### config.mk
export PLATFORM = sky130hd
export DESIGN_NAME = reg_file
export DESIGN_NICKNAME = d
export VERILOG_FILES = /design/src/rtl/reg_pkg.sv /design/src/rtl/reg_file.sv
export SDC_FILE = /design/constraint.sdc
export NUM_CORES = 2
export LEC_CHECK = 0
export ABC_AREA = 0
export CORE_MARGIN = 2
export CORE_UTILIZATION = 40
export DETAILED_ROUTE_END_ITERATION = 16
export GPL_TIMING_DRIVEN = 0
export PLACE_DENSITY_LB_ADDON = 0.12
export SLEW_MARGIN = 30
export SYNTH_ARGS = -nofsm -noshare
export SYNTH_HDL_FRONTEND = slang
export SYNTH_SLANG_ARGS = --single-unit
### constraint.sdc
create_clock -name clk -period 2.47 [get_ports clk]
set_clock_uncertainty 0.1 [all_clocks]
set_input_delay 0.3705 -clock clk [delete_from_list [all_inputs] [get_ports clk]]
set_output_delay 0.3705 -clock clk [all_outputs]
set_load 0.005 [all_outputs]
### src/rtl/reg_pkg.sv
// Shared register-file definitions: architectural register numbers,
// default widths and the basic word/address types. The ALU control and
// decode blocks import this same package.
package reg_pkg;

  localparam int unsigned REG_DATA_W = 32;
  localparam int unsigned REG_ADDR_W = 5;

  typedef logic [4:0]  reg_addr_t;
  typedef logic [31:0] word_t;

  localparam reg_addr_t REG_ZERO = 5'd0;
  localparam reg_addr_t REG_SP   = 5'd29;
  localparam reg_addr_t REG_RA   = 5'd31;

  localparam word_t SP_INIT_DEFAULT = 32'h0000_0FFC;

endpackage

### src/rtl/reg_file.sv
// MIPS general-purpose register file: two combinational read ports feeding
// the ALU, one synchronous write port for writeback, and a debug read port.
// $0 always reads zero and is never stored; $sp comes out of reset preset.
module reg_file
  import reg_pkg::*;
#(
  parameter int unsigned       DATA_W  = REG_DATA_W,
  parameter int unsigned       ADDR_W  = REG_ADDR_W,
  parameter logic [DATA_W-1:0] SP_INIT = DATA_W'(SP_INIT_DEFAULT),
  parameter bit                BYPASS  = 1'b0
) (
  input  logic              clk,
  input  logic              rst_n,
  input  logic [ADDR_W-1:0] ra1,
  input  logic [ADDR_W-1:0] ra2,
  output logic [DATA_W-1:0] rd1,
  output logic [DATA_W-1:0] rd2,
  input  logic              we,
  input  logic [ADDR_W-1:0] wa,
  input  logic [DATA_W-1:0] wd,
  input  logic [ADDR_W-1:0] dbg_addr,
  output logic [DATA_W-1:0] dbg_data
);

  localparam int unsigned       DEPTH     = 2 ** ADDR_W;
  localparam logic [ADDR_W-1:0] ZERO_ADDR = ADDR_W'(REG_ZERO);
  localparam logic [ADDR_W-1:0] SP_ADDR   = ADDR_W'(REG_SP);

  typedef logic [DATA_W-1:0] word_array_t [DEPTH];

  word_array_t regs_q;
  word_array_t regs_d;

  logic write_hit;

  // Per-entry reset value: the stack pointer starts at SP_INIT, everything
  // else starts at zero so no output can ever show X.
  function automatic logic [DATA_W-1:0] reset_value(input int unsigned idx);
    logic [DATA_W-1:0] value;
    value = '0;
    if (ADDR_W'(idx) == SP_ADDR) begin
      value = SP_INIT;
    end
    return value;
  endfunction

  // Shared read mux for rd1, rd2 and dbg_data. Address 0 short-circuits to
  // zero regardless of what the array holds. With byp_en set, a write in
  // flight to the same (nonzero) address is forwarded; the address check
  // against zero already guarantees the write is not a discarded $0 write.
  function automatic logic [DATA_W-1:0] read_mux(
    input word_array_t       regs,
    input logic [ADDR_W-1:0] addr,
    input logic              byp_en,
    input logic              wr_en,
    input logic [ADDR_W-1:0] wr_addr,
    input logic [DATA_W-1:0] wr_data
  );
    logic [DATA_W-1:0] data;
    data = '0;
    if (addr != ZERO_ADDR) begin
      data = regs[addr];
      if (byp_en && wr_en && (wr_addr == addr)) begin
        data = wr_data;
      end
    end
    return data;
  endfunction

  // A write only counts when enabled and not aimed at $0.
  assign write_hit = we && (wa != ZERO_ADDR);

  // Next-state of the array: hold everything, overwrite the addressed entry
  // on a valid write, and pin entry 0 to zero so it never holds a value.
  always_comb begin
    regs_d = regs_q;
    if (write_hit) begin
      regs_d[wa] = wd;
    end
    regs_d[0] = '0;
  end

  // Storage update; reset is asynchronous and overrides any write on the
  // same edge, so a write coinciding with reset is lost.
  always_ff @(posedge clk or negedge rst_n) begin
    if (!rst_n) begin
      for (int i = 0; i < DEPTH; i++) begin
        regs_q[i] <= reset_value(i);
      end
    end else begin
      regs_q <= regs_d;
    end
  end

  // ALU operand ports may forward the in-flight write when BYPASS is set;
  // the debug port always shows the stored value.
  assign rd1      = read_mux(regs_q, ra1, BYPASS, we, wa, wd);
  assign rd2      = read_mux(regs_q, ra2, BYPASS, we, wa, wd);
  assign dbg_data = read_mux(regs_q, dbg_addr, 1'b0, we, wa, wd);

endmodule

==> metrics.txt <==
CTS clock-pin slew for the worst setup and hold paths around 0.06 ns; failing checks hold timing, setup timing; combinational share of power 29.9%; Largest Register regs_q; Cell Count Post-Placement 6889; Skew-Pair Late Insertion Delay 0.75 ns; DRT iter0 DRCs 5829; IO Port Bufs 137; P per Cell Area 778 mW/mm^2; final cell count without fillers between 7000 and 8000; Largest register FFs 992; count leader, synth mux2_2; pins over their slew limit 0; post-layout instance area 0.0761 sq mm; first-pass GRT wire length 398 mm; pin count of the biggest net entering global routing 128; CTS tree built; switch share approximately a third; post-detail-place hpwl 218 mm; EDFF count, synth 0; Register-to-Register Path Depth 3; critical path arrival 2.77 ns; Final GP Congestion 1.04; Netlist Area Pre-Place 0.0618 sq mm; Max Buffers Root-to-Sink 3; RSZ-0062 raised after global routing yes; clock share of power 31.6%; Post-Syn Instances 4688; die width 397 um; Hold Fails Final Rpt 160; routed wire length 293 mm; Die ar. 0.158 sq mm; final critical-path share of the clock period 131%; Largest regs regs_q x992; CP Capture Type primary output; Setup CP Type reg2out; Syn Nets 4743; leading area contributor after synthesis dfrtp_1; filler cell count roughly 14000; DRC 0; Worst slew margin about a third; post-synthesis sequential area ratio 40.2%; detailed-route wire length per cell a little over 40 um; antenna violations before repair 19; CTS H-Tree Depth 3; initial core utilization 40.2%; Slew @ Worst Pin 1.03 ns; top_reg_cell synth dfrtp_1; nets roughly 5200; number of global-route vias before repair 47600; Rows 144; Hold Buf Count CTS 1; CP Max Fanout 4; minimum clock period after layout 3.24 ns; Area after DPL 0.0663 sq mm; max_cap viols 0; CTS root buf clkbuf_16; via count slightly below 50000; Sequential Power Share between 30 and 40%; Yosys cell types 48; asr flop ratio synth between 90% and 100%; core area about 0.15 sq mm; outcome finished, violations left; Mapped Avg Cell Area roughly 13 sq um; post-synthesis register bit count 992; Startpoint Class flop; CP required 2.00 ns; I/O pin count about 150; Tot GR Track Use 36.7%; Layout area overhead 23.2%; Leakage Power 0.0322 uW; internal power about 40000 uW; ANT nets after route 0; fin util 49.5%; # clock sinks 992; Max Fclk around 300 MHz; main area contributors after synthesis dfrtp_1, mux4_2, mux2_2; P_sw about 20000 uW; most common library cells after synthesis mux2_2, dfrtp_1, mux4_2; final hold slack -0.549 ns; Yosys top cell area share between 30 and 40%; pre-CTS setup slack -2.86 ns; YS warnings 0; Peak supply drop around 600 uV; TritonCTS buffer count 120; fraction of layout cells with a size suffix above 1 56.1%; DR vias/cell 6.63; chip height 397 um; Setup violations, final 690; Hold WC Path Type in2async; total grt overflow 0; PnR worst setup slack -0.766 ns; router iterations before antenna repair 6
[path summary, 6_finish.rpt]
| check | from | end | slack [ns] |
|---|---|---|---|
| hold reg to reg | regs_q[179] | regs_q[179] | 0.44 |
| min in group clk | wd[20] | regs_q[20] | 0.42 |
| max in group asynchronous | rst_n | regs_q[688] | 0.57 |
| setup reg to reg | regs_q[268] | regs_q[268] | 1.34 |
| hold / removal | rst_n | regs_q[170] | -0.55 |
| setup / recovery | regs_q[795] | rd2[27] | -0.77 |
[critical path: stages (launching register included)]
cell and delay, ns:
dfrtp_1 0.40, mux4_2 0.55, nor2b_1 0.16, nor3_2 0.07, a311oi_4 0.48, a41oi_4 0.13
buf_2 0.20
[area by class of cell]
| cell class | count | area (sq um) | area share (%) |
|---|---|---|---|
| clock buffer | 174 | 3550 | 4.67 |
| sequential | 992 | 24800 | 32.7 |
| antenna | 9 | 22.5 | 0.0296 |
| timing repair buffer | 304 | 2910 | 3.82 |
| clock inverter | 43 | 509 | 0.669 |
| multi-input combinational | 3172 | 37700 | 49.5 |
| tap | 2044 | 2560 | 3.36 |
| buffer | 513 | 3970 | 5.22 |
| inverter | 10 | 47.5 | 0.0625 |
[layer usage]
metal	up-vias	track usage [%]	wire, um
met5	-	0.515	184
met4	14	19.2	18200
met3	717	14.2	37400
met2	2993	51.6	122000
met1	25500	49.0	115000
li1	19000	-	-
[per-stage QoR]
stage | power (uW) | setup TNS (ns)
after floorplan | 31600 | 0
after global placement | 37400 | -
after detailed placement | 37900 | -1067.90
after CTS | 58100 | -54.53
after global routing | 61000 | -57.94
final | 59200 | -86.51
[cell usage in the layout (no fill, tap or decap), drive strengths merged, types with 3 or more instances in the layout]
cell type / instances
bufinv: 11
mux2i: 264
and3: 3
o221ai: 12
o32a: 12
a22oi: 36
o21ai: 72
clkinvlp: 3
dfstp: 10
clkbuf: 469
a221oi: 86
nand2: 356
mux4: 580
clkdlybuf4s50: 38
diode: 9
clkinv: 28
dfrtp: 982
or3: 11
a21oi: 196
nand3b: 6
a311oi: 6
nand3: 70
nor3: 78
and2: 4
nor2b: 95
nor3b: 4
nor2: 98
o211ai: 62
buf: 481
mux2: 1086
a22o: 6
a41oi: 4
nand4: 8
inv: 11
[power groups by stage]
stage                     Clock [uW]  Combinational [uW]  Sequential [uW]
after global placement             0               14600            22800
after CTS                      18800               16700            22600
after detailed placement           0               15000            22900
final                          18700               17700            22800
after floorplan                    0                9910            21700
after global routing           19500               18300            23200
[cell families after synthesis]
kind of cell,synth area share [%]
buf+inv,3.73
simple gates,5.39
compound gates,5.38
flops,40.2
mux,45.3
[what timing repair did]
action	4_1_cts	5_1_grt
endpoints found under the hold margin	110	109
buffers inserted	100	39
gates cloned	2	4
pin swaps	111	112
setup endpoints to repair	541	698
gates resized for setup	1420	243
Power figures use the tool's default switching activity.
